$ cat config.mk
export PLATFORM = sky130hd
export DESIGN_NAME = fireberd_pacer
export DESIGN_NICKNAME = d
export VERILOG_FILES = /design/src/rtl/fireberd_pacer_pkg.sv /design/src/rtl/fireberd_pacer_nibble_fifo.sv /design/src/rtl/fireberd_pacer.sv
export SDC_FILE = /design/constraint.sdc
export NUM_CORES = 1
export LEC_CHECK = 0
export BUFFER_PORTS_ARGS = -buffer_cell sky130_fd_sc_hd__buf_2
export CORE_ASPECT_RATIO = 0.7
export CORE_MARGIN = 3
export CORE_UTILIZATION = 61
export DETAILED_ROUTE_END_ITERATION = 6
export GPL_TIMING_DRIVEN = 0
export PLACE_DENSITY_LB_ADDON = 0.15
export SYNTH_ARGS = -nofsm -noshare
export SYNTH_HDL_FRONTEND = slang
export SYNTH_SLANG_ARGS = --single-unit
$ cat constraint.sdc
create_clock -name clk -period 4 [get_ports clk]
set_clock_uncertainty 0.05 [all_clocks]
set_input_delay 0.4 -clock clk [delete_from_list [all_inputs] [get_ports clk]]
set_output_delay 0.4 -clock clk [all_outputs]
set_load 0.01 [all_outputs]
$ cat src/rtl/fireberd_pacer_pkg.sv
// Shared types and defaults for the Fireberd nibble pacer.
package fireberd_pacer_pkg;

   localparam int unsigned NIBBLE_BITS     = 4;
   localparam int unsigned DEF_DEPTH       = 16;
   localparam int unsigned DEF_PRIME_LEVEL = 8;
   localparam int unsigned DEF_CPB_W       = 16;

   typedef logic [NIBBLE_BITS-1:0] nibble_t;

   typedef enum logic [1:0] {
      ST_IDLE  = 2'd0,
      ST_PRIME = 2'd1,
      ST_RUN   = 2'd2
   } pacer_state_e;

   typedef struct packed {
      logic overflow;
      logic underflow;
   } pacer_flags_t;

endpackage

$ cat src/rtl/fireberd_pacer_nibble_fifo.sv
// Synchronous nibble FIFO with clock enable and flush; level is a registered counter.
module fireberd_pacer_nibble_fifo
   import fireberd_pacer_pkg::*;
#(
   parameter int unsigned DEPTH = DEF_DEPTH
) (
   input  logic                   clk_i,
   input  logic                   rst_ni,
   input  logic                   ce_i,
   input  logic                   flush_i,
   input  logic                   push_i,
   input  logic                   pop_i,
   input  nibble_t                data_i,
   output nibble_t                head_c_o,
   output logic                   full_c_o,
   output logic                   empty_c_o,
   output logic [$clog2(DEPTH):0] level_o
);

   localparam int unsigned AW = $clog2(DEPTH);
   localparam int unsigned LW = AW + 1;

   nibble_t         mem_q [DEPTH];
   logic [AW-1:0]   wr_ptr_q, wr_ptr_d;
   logic [AW-1:0]   rd_ptr_q, rd_ptr_d;
   logic [LW-1:0]   level_q, level_d;
   logic            push_ok, pop_ok;

   assign full_c_o  = (level_q == LW'(DEPTH));
   assign empty_c_o = (level_q == '0);
   assign head_c_o  = mem_q[rd_ptr_q];
   assign level_o   = level_q;

   // Pop needs data; push needs room unless a same-cycle pop frees a slot.
   always_comb begin
      pop_ok   = pop_i && !empty_c_o;
      push_ok  = push_i && (!full_c_o || pop_ok);
      wr_ptr_d = wr_ptr_q;
      rd_ptr_d = rd_ptr_q;
      level_d  = level_q;
      if (flush_i) begin
         wr_ptr_d = '0;
         rd_ptr_d = '0;
         level_d  = '0;
      end else begin
         if (push_ok) wr_ptr_d = wr_ptr_q + AW'(1);
         if (pop_ok)  rd_ptr_d = rd_ptr_q + AW'(1);
         level_d = level_q + LW'(push_ok) - LW'(pop_ok);
      end
   end

   // Pointer and level registers.
   always_ff @(posedge clk_i or negedge rst_ni) begin
      if (!rst_ni) begin
         wr_ptr_q <= '0;
         rd_ptr_q <= '0;
         level_q  <= '0;
      end else if (ce_i) begin
         wr_ptr_q <= wr_ptr_d;
         rd_ptr_q <= rd_ptr_d;
         level_q  <= level_d;
      end
   end

   // Storage array; contents are only meaningful between the pointers.
   always_ff @(posedge clk_i) begin
      if (ce_i && push_ok && !flush_i) mem_q[wr_ptr_q] <= data_i;
   end

endmodule

$ cat src/rtl/fireberd_pacer.sv
// Elastic buffer and rate scheduler feeding evenly spaced nibbles to the Fireberd drive stage.
module fireberd_pacer
   import fireberd_pacer_pkg::*;
#(
   parameter int unsigned DEPTH       = DEF_DEPTH,
   parameter int unsigned PRIME_LEVEL = DEF_PRIME_LEVEL,
   parameter int unsigned CPB_W       = DEF_CPB_W
) (
   input  logic                   clk,
   input  logic                   reset_n,
   input  logic                   ce,
   input  logic                   enable,
   input  logic                   validIn,
   input  logic [NIBBLE_BITS-1:0] dataIn,
   input  logic [CPB_W-1:0]       clocksPerBit,
   input  logic                   clearFlags,
   output logic                   validOut,
   output logic [NIBBLE_BITS-1:0] dataOut,
   output logic [$clog2(DEPTH):0] fifoLevel,
   output logic                   running,
   output logic                   overflow,
   output logic                   underflow
);

   localparam int unsigned LVL_W  = $clog2(DEPTH) + 1;
   localparam int unsigned PACE_W = CPB_W + 3;

   pacer_state_e      state_q, state_d;
   logic [PACE_W-1:0] pace_q, pace_d;
   logic              valid_q, valid_d;
   nibble_t           data_q, data_d;
   logic              running_q, running_d;
   pacer_flags_t      flags_q, flags_d;

   logic              fifo_flush, fifo_push, fifo_pop, push_req;
   logic              fifo_full, fifo_empty;
   nibble_t           fifo_head;
   logic [LVL_W-1:0]  fifo_level;
   logic              ovf_set, unf_set;
   logic [PACE_W-1:0] pace_reload_c;

   // One nibble every 4*(clocksPerBit+1) cycles; sampled only at reload.
   assign pace_reload_c = ((PACE_W'(clocksPerBit) + PACE_W'(1)) << 2) - PACE_W'(1);

   fireberd_pacer_nibble_fifo #(
      .DEPTH (DEPTH)
   ) u_fifo (
      .clk_i     (clk),
      .rst_ni    (reset_n),
      .ce_i      (ce),
      .flush_i   (fifo_flush),
      .push_i    (fifo_push),
      .pop_i     (fifo_pop),
      .data_i    (dataIn),
      .head_c_o  (fifo_head),
      .full_c_o  (fifo_full),
      .empty_c_o (fifo_empty),
      .level_o   (fifo_level)
   );

   // Next-state, pacing tick decision, FIFO control and sticky flag update.
   always_comb begin
      state_d    = state_q;
      pace_d     = pace_q;
      valid_d    = 1'b0;
      data_d     = data_q;
      fifo_flush = 1'b0;
      fifo_pop   = 1'b0;
      push_req   = 1'b0;
      unf_set    = 1'b0;

      if (!enable) begin
         state_d    = ST_IDLE;
         pace_d     = '0;
         fifo_flush = 1'b1;
      end else begin
         case (state_q)
            ST_IDLE: begin
               fifo_flush = 1'b1;
               state_d    = ST_PRIME;
            end
            ST_PRIME: begin
               push_req = validIn;
               if (fifo_level >= LVL_W'(PRIME_LEVEL)) begin
                  state_d = ST_RUN;
                  pace_d  = '0;
               end
            end
            ST_RUN: begin
               push_req = validIn;
               if (pace_q == '0) begin
                  if (!fifo_empty) begin
                     fifo_pop = 1'b1;
                     valid_d  = 1'b1;
                     data_d   = fifo_head;
                     pace_d   = pace_reload_c;
                  end else begin
                     // Empty at a tick: no bypass of a same-cycle write.
                     unf_set = 1'b1;
                     state_d = ST_PRIME;
                  end
               end else begin
                  pace_d = pace_q - PACE_W'(1);
               end
            end
            default: begin
               state_d    = ST_IDLE;
               fifo_flush = 1'b1;
            end
         endcase
      end

      fifo_push = push_req && (!fifo_full || fifo_pop);
      ovf_set   = push_req && fifo_full && !fifo_pop;
      running_d = (state_d == ST_RUN);

      flags_d.overflow  = ovf_set | (flags_q.overflow  & ~clearFlags);
      flags_d.underflow = unf_set | (flags_q.underflow & ~clearFlags);
   end

   // State, pace counter and output registers; everything frozen while ce is low.
   always_ff @(posedge clk or negedge reset_n) begin
      if (!reset_n) begin
         state_q   <= ST_IDLE;
         pace_q    <= '0;
         valid_q   <= 1'b0;
         data_q    <= '0;
         running_q <= 1'b0;
         flags_q   <= '0;
      end else if (ce) begin
         state_q   <= state_d;
         pace_q    <= pace_d;
         valid_q   <= valid_d;
         data_q    <= data_d;
         running_q <= running_d;
         flags_q   <= flags_d;
      end
   end

   assign validOut  = valid_q;
   assign dataOut   = data_q;
   assign fifoLevel = fifo_level;
   assign running   = running_q;
   assign overflow  = flags_q.overflow;
   assign underflow = flags_q.underflow;

endmodule

== Yosys cells after proc, flatten, opt, wreduce, memory -nomap -nowiden ==
Memory sizes are Yosys's and may differ from the RTL's. A register that Yosys moved wholly into a read port is not among the register bits.
Cells that the tools add are included.
Operators by class
  equal/unequal tests: 7
  reductions and logical operators: 24
  muxes and demuxes: 29
  order comparisons: 1
  bitwise logic cells: 6
  add/subtract/negate cells: 7
Operators by type and width (count)
  $mux 19: 4
  $pmux 19 s2: 1
  $sub 19x1->19 const B: 2
  $logic_not 19->1: 1
  $add 16x1->17 const B: 1
  $mux 4: 4
  $mux 1: 14
  $add 4x1->4 const B: 2
  $mux 2: 4
  $logic_and 1x1->1: 7
  $pmux 2 s3: 1
  $add 5x1->5: 1
  $eq 5x5->1 const B: 1
  $ge 5x4->1 const B: 1
  $logic_not 1->1: 5
  $logic_not 5->1: 1
  $mux 5: 1
  $reduce_and 5->1: 1
  $sub 5x1->5: 1
  $eq 2x2->1 const B: 2
  $ne 4x4->1 const B: 1
  $reduce_and 2->1: 2
  $reduce_and 4->1: 1
  $reduce_bool 2->1: 2
  9 further kinds: 13
Word-level totals
  RAM bits: 64
  memories: 1
  flip-flop bits (word level): 38
  output and inout port bits: 13
  word-level logic and storage cells: 84
  input bits: 26
Memory list
  u_fifo.mem_q: words 16, width 4, read ports 1, clocked after memory_dff 1, write ports 1, RTL line fireberd_pacer_nibble_fifo.sv:23  | nibble_t mem_q [DEPTH];

== Depth between registers and ports, before layout ==
Gate-level depths: netlist (run 1).
  word-level depth: 12
  mapped depth: 17
  gate-level depth less buffers: 16

== Modules after synthesis ==
Synthesis (run 1) repeated with hierarchy kept, for this count alone.
Second synthesis, totals
  cell total of the unflattened synthesis: 578
  area total of the unflattened synthesis: 6251.0 µm²
By module, submodules not included
  fireberd_pacer_nibble_fifo: area each 3514.6 µm², instances 1, sequential area each 2247.2 µm², cells each 235
  fireberd_pacer: area each 2736.4 µm², instances 1, sequential area each 725.7 µm², cells each 343

== Worst setup path after synthesis (run 1) ==
No wires, ideal clock.
  path kind: register to register
  start: register pace_q[11]
  end: register u_fifo.level_q[4] (netlist: u_fifo.level_o[4])
  arrival time: 2.782 ns
  path buffers: 1
  required time: 3.819 ns
  clock period less this slack: 2.963 ns
  slack: 1.037 ns
  cell stages (with the launch flop): 17
  library setup time: 0.131 ns
  cell sequence: dfrtp_1 -> nor4_4 -> nand4_4 -> nor4_2 -> and2_1 -> buf_2 -> ha_1 -> inv_1 -> ha_1 -> inv_1 -> fa_1 -> inv_1 -> a21oi_1 -> nor2_1 -> nor2_1 -> xnor2_1 -> o22ai_1
On the way
  cells in the longest elaborated chain, start to end: 10
  elaborated cells on any way between the ends: 12
  classes of those cells: 2 x add/sub; 4 x mux; 6 x reduce/logical
Ends and longest elaborated chain
  start: declaration: RTL line fireberd_pacer.sv:29  | logic [PACE_W-1:0] pace_q, pace_d;
  start signal: assignment: RTL line fireberd_pacer.sv:132  | pace_q <= pace_d;
  $logic_not 19->1 (*): RTL line fireberd_pacer.sv:91  | if (pace_q == '0) begin
  $mux 1 (*): RTL line fireberd_pacer.sv:91
  $mux 1 (*): RTL line fireberd_pacer.sv:77  | case (state_q)
  $mux 1 (*): RTL line fireberd_pacer.sv:72  | if (!enable) begin
  $logic_or 1x1->1 or $logic_and 1x1->1 (tied branches): RTL line fireberd_pacer.sv:113, fireberd_pacer_nibble_fifo.sv:36
  $logic_and 1x1->1 or $logic_or 1x1->1 (tied branches): RTL line fireberd_pacer.sv:113, fireberd_pacer_nibble_fifo.sv:37
  $logic_and 1x1->1: RTL line fireberd_pacer_nibble_fifo.sv:37  | push_ok = push_i && (!full_c_o || pop_ok);
  $add 5x1->5: RTL line fireberd_pacer_nibble_fifo.sv:48  | level_d = level_q + LW'(push_ok) - LW'(pop_ok);
  $sub 5x1->5 (*): RTL line fireberd_pacer_nibble_fifo.sv:48
  $mux 5 (*): RTL line fireberd_pacer_nibble_fifo.sv:41  | if (flush_i) begin
  end signal: assignment: RTL line fireberd_pacer_nibble_fifo.sv:61  | level_q <= level_d;
  end: declaration: RTL line fireberd_pacer_nibble_fifo.sv:26  | logic [LW-1:0] level_q, level_d;
Every way passes the cells marked *; elsewhere a longest branch is shown, timed or not.
A chain may end at the register's enable or synchronous reset.

== Final worst setup path (run 1) ==
  start: register pace_q[3]
  end: register u_fifo.level_q[4] (netlist: u_fifo.level_o[4])
Same word-level chain as after synthesis.

==> impl_metrics.json, run 1 <==
{
  "portBuffers": 34,
  "startpoint": "pace_q[3]",
  "status": "finished, final reports clean",
  "crit_cells": 16,
  "layout_common_cells": "edfxtp_1 (64), dfrtp_1 (42), buf_2 (41)",
  "fillers": 655,
  "dp.cells": 694,
  "gp_congestion": 0.9146,
  "worstPathRequired_ns": 4.18,
  "min_path_type": "primary input to asynchronous set/reset pin",
  "ant_nets": 0,
  "num_vias": 4597,
  "grt-ovfl-total": 0,
  "arrival_ns": 3.54,
  "place_worst_setup_slack_ns": 0.6892,
  "die_y_microns": 89.62,
  "coreArea_sq_um": 9398,
  "fin_setup_tns_ns": 0,
  "grt_pass1_vias": 4276,
  "h-tree-depth": 3,
  "syn_inst": 536,
  "cts_hold_buf": 0,
  "r2r_slack_ns": 0.65,
  "synth.area.top_cells": "edfxtp_1 (32%), dfrtp_1 (17%), mux4_2 (5.2%)",
  "period_share": 0.8384,
  "drv_cap": 0,
  "antenna_cells": 0,
  "wl_microns": 13930,
  "reg2reg_depth": 16,
  "r2r_end": "u_fifo.level_o[4]",
  "cp_cell_sequence": "nor4_4, nand2_1, nor4_2, and2_1, buf_2, ha_1, inv_1, ha_1, inv_1, fa_1, inv_1, a21oi_1, nor2_1, nor2_1, xnor2_1, o22ai_1",
  "dieArea_sq_um": 11240,
  "start_util": 0.6484,
  "worst_slew_pin_slew_ns": 1.001,
  "crit_path_max_incr_delay_ns": 0.46,
  "ys_ff_latch": 106,
  "io_pins": 39,
  "fin_crit_ns": 3.353,
  "synth_top_cell_by_area": "edfxtp_1",
  "final-hold-violation-count": 0,
  "area_growth_pct": 10.29,
  "max_freq_ghz": 0.2982,
  "ys.flop_type": "edfxtp_1",
  "clock_path_buffers": 2,
  "track_usage": 0.2594,
  "synth_top_area_frac": 0.3154,
  "wl_per_cell_microns": 19.62,
  "grt_max_degree": 43,
  "clock_latency_ns": 0.35,
  "crit_top_cell": "inv_1",
  "rows": 29,
  "criticalPathCategory": "register to register",
  "cts_root_buf": "clkbuf_16",
  "post_cts_resized": 0,
  "finalCoreUtilization": 0.7151,
  "fin_nets": 629,
  "multiInputGateArea_sq_um": 2913,
  "synthesis.area_sq_um": 6093,
  "synth_warnings": 0,
  "crit_path_start_kind": "register",
  "yosysUniqueCellTypes": 80,
  "viasPerCell": 6.475,
  "seq_area_frac_synth": 0.4879,
  "setup_viol": 0,
  "cts_buffers": 9,
  "drc": 0,
  "cp-endpoint": "u_fifo.level_o[4]",
  "synth_edf_count": 64,
  "crit_buf_inv": 4,
  "regArea_sq_um": 2973,
  "crit_fanout": 6,
  "synthArstFlopShare": 0.3962,
  "r2r-start": "pace_q[3]",
  "ir_worst_vdd_mv": 0.2422,
  "final_max_slew_viol_count": 0,
  "slew_headroom": 0.3327,
  "setup_slack_ns": 0.6466,
  "crit_path_end_kind": "register",
  "clock_sinks": 106,
  "synth_fp_nets": 584,
  "whs_ns": 0.1561,
  "hpwl_microns": 10310,
  "critPathTopFamily": "simple AND/OR/NAND/NOR gates",
  "p_leak_uw": 0.002550,
  "tritoncts": "built",
  "final_cell_count_no_fill": 710,
  "cts_setup_buffers": 0,
  "firstDrtPassIters": 5,
  "power_density_nw_per_um2": 355.3,
  "drive_above_1_share": 0.1894,
  "avgSynthCellArea_sq_um": 11.37,
  "die_w_microns": 125.5,
  "path_clk_slew_ns": 0.08,
  "final_common_cell": "edfxtp_1",
  "antenna_found_initial": 0,
  "slowest_stage": "dfrtp_1",
  "grt_pass1_wl_microns": 22510,
  "drtIter0Drc": 507,
  "rsz0062_at_grt": "no"
}
-- registers in the layout, indices dropped and copies added (netlist names), 2 cells and up --
| signal | cells |
|---|---|
| u_fifo.mem_q | 64 |
| pace_q | 19 |
| u_fifo.level_o | 5 |
| dataOut | 4 |
| u_fifo.rd_ptr_q | 4 |
| u_fifo.wr_ptr_q | 4 |
| state_q | 2 |
-- synth_stat cells, types with 3 or more instances --
cell and n:
nand2b_1 4, nand3_1 20, nor3_1 14, a21o_1 6, edfxtp_1 64, ha_1 21, xnor2_1 19, a21oi_1 24
o22ai_1 8, and2_1 21, o2111ai_1 3, buf_2 7, a222oi_1 3, nor2b_1 3, mux2i_1 8, inv_1 25
o211ai_1 9, nor2_1 39, nand2_2 4, clkbuf_1 9, nand4_1 6, o21bai_1 3, o21ai_1 5, mux4_2 14
a211oi_1 4, or2_2 3, o21ai_0 35, a31oi_1 4, dfrtp_1 42, nand2_1 31, xor2_1 8, and3_1 7
-- worst register-to-register path: stages, from the launching register on --
cell,delay [ns]
dfrtp_1,0.46
nor4_4,0.44
nand2_1,0.28
nor4_2,0.29
and2_1,0.17
buf_2,0.15
ha_1,0.24
inv_1,0.06
ha_1,0.15
inv_1,0.05
fa_1,0.36
inv_1,0.10
a21oi_1,0.07
nor2_1,0.08
nor2_1,0.05
xnor2_1,0.14
o22ai_1,0.08
-- layout make-up --
class,instances,share of cell area
plain buffers,20,0.01694
clock buffers,9,0.03351
clock inverters,7,0.01136
inverters,25,0.01396
multi-input cells,385,0.4334
flip-flops and latches,106,0.4424
well taps,124,0.02309
repair buffers,34,0.02532
-- logic make-up after synthesis --
group                      share of synthesized area
AOI/OAI and AO/OA                             0.1407
xor gates and xnor gates                     0.03881
adders and majority gates                    0.04641
buffers and inverters                        0.03408
DFF                                           0.4879
muxes                                        0.07084
and+or+nand+nor                               0.1813
-- worst min path at each step --
stage / from / slack, ns / cells past startpoint / endpoint
after floorplan: reset_n / 0.05 / 0 / dataOut[0]
after global placement: dataOut[3] / 0.41 / 2 / dataOut[3]
after detailed placement: dataOut[2] / 0.42 / 2 / dataOut[2]
after CTS: reset_n / 0.19 / 1 / running
after global routing: reset_n / 0.23 / 1 / running
final: reset_n / 0.16 / 1 / running
-- routing by layer --
layer  global-route usage  up-vias  wire (microns)
met2               0.3768      238            5798
met1               0.4022     2233            6667
met3              0.06324       11            1361
met4              0.05118        0             102
met5                    0        -               0
li1                     -     2115               -
-- power by group --
part	internal (uW)	switching, uW
Sequential	1170	8.05
Combinational	113	194
Clock	449	454
-- metrics by stage --
step,power (uW),cell area [sq um]
CTS,2389,6720
global placement,1491,6419
global route,2466,6720
detailed placement,1503,6419
finish,2388,6720
floorplan,1406,6093
Power figures use the tool's default switching activity.
==> run 2, diff against run 1 <==
- CORE_UTILIZATION: 61 -> 55
- clock period: 4 -> 3.06 ns (I/O delays scaled with it)
==> run 2 against run 1 <==
Against the previous run: sequential share of layout area is 1.2 points lower; final cell count is 5.1% higher; power is 30% higher; critical endpoint unchanged; largest cell class is now multi-input gates; highest routed layer unchanged.
==> impl_metrics.json, run 2 (synthesis results as in run 1) <==
{
  "status": "finished, final reports clean",
  "io_pins": 39,
  "die_y_microns": 94.07,
  "coreArea_sq_um": 10590,
  "crit_path_max_incr_delay_ns": 0.41,
  "power_density_nw_per_um2": 449.5,
  "drive_above_1_share": 0.2308,
  "firstDrtPassIters": 7,
  "dieArea_sq_um": 12400,
  "final-hold-violation-count": 0,
  "antenna_found_initial": 0,
  "drtIter0Drc": 473,
  "final_max_slew_viol_count": 0,
  "design_area_sq_um": 6905,
  "ant_nets": 0,
  "p_leak_uw": 0.002599,
  "crit_buf_inv": 4,
  "crit_path_end_kind": "register",
  "wl_per_cell_microns": 19.21,
  "largest_reg_flops": 64,
  "worstPathRequired_ns": 3.24,
  "hpwl_microns": 10560,
  "final_cell_count_no_fill": 746,
  "portBuffers": 34,
  "cts_hold_buf": 0,
  "grt_pass1_vias": 4209,
  "critPathTopFamily": "simple AND/OR/NAND/NOR gates",
  "clock_path_buffers": 2,
  "crit_path_start_kind": "register",
  "setup_viol": 0,
  "cp_cell_sequence": "nor4_4, nand4_4, nor4_4, and2_4, buf_6, ha_4, inv_2, ha_4, inv_2, fa_2, inv_2, a21oi_2, nor2_1, nor2_1, xnor2_1, o22ai_1",
  "num_vias": 4589,
  "max_freq_ghz": 0.3359,
  "wl_microns": 14330,
  "largest-register": "u_fifo.mem_q",
  "clock_sinks": 106,
  "final_common_cell": "edfxtp_1",
  "swShare": 0.2708,
  "worst_slew_pin_slew_ns": 0.9995,
  "rows": 31,
  "drv_cap": 0,
  "switchingPower_uw": 840.6,
  "h-tree-depth": 3,
  "viasPerCell": 6.151,
  "track_usage": 0.2380,
  "seqPwrFrac": 0.496,
  "area_growth_pct": 13.33,
  "p_comb_frac": 0.136,
  "whs_ns": 0.06215,
  "cts_buffers": 9,
  "path_clk_slew_ns": 0.08,
  "crit_fanout": 4,
  "slowest_stage": "dfrtp_1",
  "fin_crit_ns": 2.977,
  "antenna_cells": 0,
  "clockPowerShare": 0.368,
  "tritoncts": "built",
  "arrival_ns": 3.16,
  "ir_worst_vdd_mv": 0.3158,
  "min_path_type": "primary input to asynchronous set/reset pin",
  "drc": 0,
  "cts_root_buf": "clkbuf_16",
  "dp.cells": 718,
  "grt-ovfl-total": 0,
  "slew_headroom": 0.3285,
  "rsz0062_at_grt": "yes",
  "period_share": 0.9730,
  "start_util": 0.5754,
  "p_int_uw": 2263,
  "gp_congestion": 0.9865,
  "grt_max_degree": 43,
  "clock_latency_ns": 0.36,
  "placed_area_sq_um": 6449,
  "fin_nets": 641,
  "criticalPathCategory": "register to register",
  "die_w_microns": 131.8,
  "layout_common_cells": "edfxtp_1 (64), buf_2 (40), dfrtp_1 (40)",
  "grt_pass1_wl_microns": 22690,
  "crit_top_cell": "inv_2"
}
run 2: cell count changes in the layout (fill, tap and decap cells not counted), sizes merged:
cell / change
clkinv: -1
buf: +12
clkinvlp: +1
run 2: cell type report:
type,count,area (sq um)
Inverter,25,93.84
Sequential cell,106,2975
Fill cell,823,3684
Clock buffer,9,225.2
Clock inverter,7,65.06
Multi-Input combinational cell,385,2980
Buffer,20,120.1
Timing Repair Buffer,46,260.3
Tap cell,148,185.2
run 2: what timing repair did:
item,in CTS,in global routing
pin swaps,4,10
resized for setup,6,15
endpoints found under the setup margin,3,2
buffers inserted,6,6
run 2: metal layers:
metal / GRT usage / vias up / routed length (microns)
met3: 0.07976 / 12 / 1546
met4: 0.04895 / 0 / 116
met5: 0 / - / 0
li1: - / 2121 / -
met1: 0.3789 / 2254 / 6989
met2: 0.3109 / 202 / 5676
run 2: power by group through the flow:
stage | clock network (uW) | logic [uW] | registers (uW)
2_1_floorplan | 0 | 269 | 1570
3_3_place_gp | 0 | 388 | 1570
3_5_place_dp | 0 | 394 | 1570
4_1_cts | 1160 | 404 | 1540
5_1_grt | 1220 | 455 | 1540
6_report | 1140 | 421 | 1540
run 2: worst paths after layout:
path / startpoint / to / slack, ns / depth (start not counted)
min reg2reg: dataOut[3] / dataOut[3] / 0.44 / 2
min: reset_n / pace_q[1] / 0.06 / 1
max: pace_q[12] / u_fifo.level_o[4] / 0.08 / 16
min in group clk: validIn / overflow / 0.21 / 3
max in group asynchronous: reset_n / pace_q[2] / 2.21 / 1
max reg2reg: pace_q[12] / u_fifo.level_o[4] / 0.08 / 16
run 2: stage by stage:
stage,power (uW),setup slack (ns),setup TNS [ns],util
CTS,3103,0.006382,0,0.6430
detailed placement,1964,-0.2639,-0.3649,0.6090
finish,3104,0.08269,0,0.6521
global placement,1957,-0.2149,-0.2671,0.6090
floorplan,1838,0.09694,0,-
global route,3214,-0.02484,-0.02484,0.6521
==> run 3, diff against run 2 <==
==> constraint.sdc (replaced) <==
create_clock -name clk -period 3.06 [get_ports clk]
set_clock_uncertainty 0.05 [all_clocks]
set_input_delay 0.918 -clock clk [delete_from_list [all_inputs] [get_ports clk]]
set_output_delay 0.918 -clock clk [all_outputs]
set_load 0.01 [all_outputs]
==> run 3 against run 2 <==
Against the previous run: clock power about the same; largest cell class unchanged; non-clock buffer count up 6; highest routed layer unchanged; maximum frequency down 1.4%; combinational power down 2%; die area unchanged; clock-buffer cell count up 1.
==> impl_metrics.json, run 3 (synthesis results as in run 1) <==
{
  "criticalPathCategory": "register to register",
  "grt_pass1_wl_microns": 22740,
  "dp.cells": 718,
  "clock_sinks": 106,
  "layout_common_cells": "edfxtp_1 (64), buf_2 (40), nor2_1 (38)",
  "whs_ns": 0.4293,
  "setup_slack_ns": 0.04137,
  "portBuffers": 34,
  "num_vias": 4600,
  "r2r_slack_ns": 0.04,
  "wl_per_cell_microns": 18.69,
  "cp-endpoint": "u_fifo.level_o[4]",
  "arrival_ns": 3.18,
  "start_util": 0.5754,
  "clock_latency_ns": 0.34,
  "ir_worst_vdd_mv": 0.3055,
  "cts_buffers": 9,
  "crit_fanout": 3,
  "finalCoreUtilization": 0.6576,
  "path_clk_slew_ns": 0.07,
  "coreArea_sq_um": 10590,
  "viasPerCell": 6.117,
  "final_cell_count_no_fill": 752,
  "reg2reg_depth": 16,
  "die_w_microns": 131.8,
  "power_density_nw_per_um2": 438.8,
  "track_usage": 0.2334,
  "ant_nets": 0,
  "dieArea_sq_um": 12400,
  "area_growth_pct": 14.27,
  "final_max_slew_viol_count": 0,
  "fin_crit_ns": 3.019,
  "fin_nets": 647,
  "final-hold-violation-count": 0,
  "largest-register": "u_fifo.mem_q",
  "crit_path_start_kind": "register",
  "hpwl_microns": 10310,
  "period_share": 0.9865,
  "rows": 31,
  "slew_headroom": 0.3456,
  "final_common_cell": "edfxtp_1",
  "grt_pass1_vias": 4324,
  "grt-ovfl-total": 0,
  "wl_microns": 14060,
  "status": "finished, final reports clean",
  "setup_viol": 0,
  "place_worst_setup_slack_ns": -0.3625,
  "cts_root_buf": "clkbuf_16",
  "r2r_end": "u_fifo.level_o[4]",
  "grt_max_degree": 43,
  "min_path_type": "register to register",
  "antenna_cells": 0,
  "io_pins": 39,
  "drive_above_1_share": 0.2450,
  "rsz0062_at_grt": "yes",
  "power_uw": 3056,
  "startpoint": "pace_q[14]",
  "largest_reg_flops": 64,
  "drtIter0Drc": 473,
  "tritoncts": "built",
  "antenna_found_initial": 0,
  "r2r-start": "pace_q[14]",
  "worstPathRequired_ns": 3.22,
  "crit_path_end_kind": "register",
  "firstDrtPassIters": 6,
  "max_freq_ghz": 0.3313,
  "h-tree-depth": 3,
  "die_y_microns": 94.07,
  "drv_cap": 0,
  "p_leak_uw": 0.002629,
  "gp_congestion": 0.9167,
  "worst_slew_pin_slew_ns": 0.9816,
  "clock_path_buffers": 2,
  "drc": 0
}
==> run 3: how the worst min path moves through the flow <==
stage	from	endpoint	slack, ns	cells past startpoint
floorplan	pace_q[0]	pace_q[0]	0.42	2
global placement	dataOut[1]	dataOut[1]	0.41	2
detailed placement	dataOut[2]	dataOut[2]	0.42	2
CTS	dataOut[2]	dataOut[2]	0.43	2
global route	running	running	0.47	1
finish	dataOut[2]	dataOut[2]	0.43	2
==> run 3: through the flow <==
stage | setup TNS (ns) | instance area (sq um)
detailed placement | -1.415 | 6452
finish | 0 | 6963
CTS | 0 | 6822
global route | -0.1069 | 6963
floorplan | 0 | 6097
global placement | -1.025 | 6452
==> run 3: cell type report <==
class | count | area, sq um
clock inverter | 6 | 50.05
timing repair buffer | 52 | 305.3
multi-input combinational | 385 | 2984
fill | 821 | 3626
buffer | 20 | 123.9
clock buffer | 10 | 239.0
sequential | 106 | 2979
tap | 148 | 185.2
inverter | 25 | 96.34
==> run 3: critical path, cell delays in order, from the launching register on <==
cell and delay (ns):
dfrtp_1 0.43, nor4_4 0.36, nand4_4 0.15, nor4_4 0.30, and2_4 0.19, buf_6 0.11
ha_4 0.20, inv_4 0.05, ha_4 0.12, inv_2 0.04, fa_2 0.34, inv_2 0.09
a21oi_2 0.05, nor2_1 0.11, nor2_1 0.07, xnor2_1 0.15, o22ai_1 0.10
==> run 3: routing by layer <==
layer	wire (microns)	vias to the layer above	share of wire	GRT usage
met5	0	-	0	0
met4	123	0	0.0088	0.04895
met3	1159	15	0.082	0.04872
met2	5854	212	0.42	0.3293
met1	6918	2233	0.49	0.3702
li1	-	2140	-	-
==> run 3: repair_timing <==
action / in CTS / in global routing
setup buffers: 7 / 11
pin swaps: 5 / 12
setup endpoints to repair: 4 / 3
gates resized for setup: 7 / 18
hold buffers: 0 / 0
==> run 3: report_power, final <==
part / switching [uW] / internal (uW) / leakage [uW]
logic: 253 / 157 / 0.00134
clock network: 521 / 585 / 0.000143
registers: 9.74 / 1530 / 0.00115
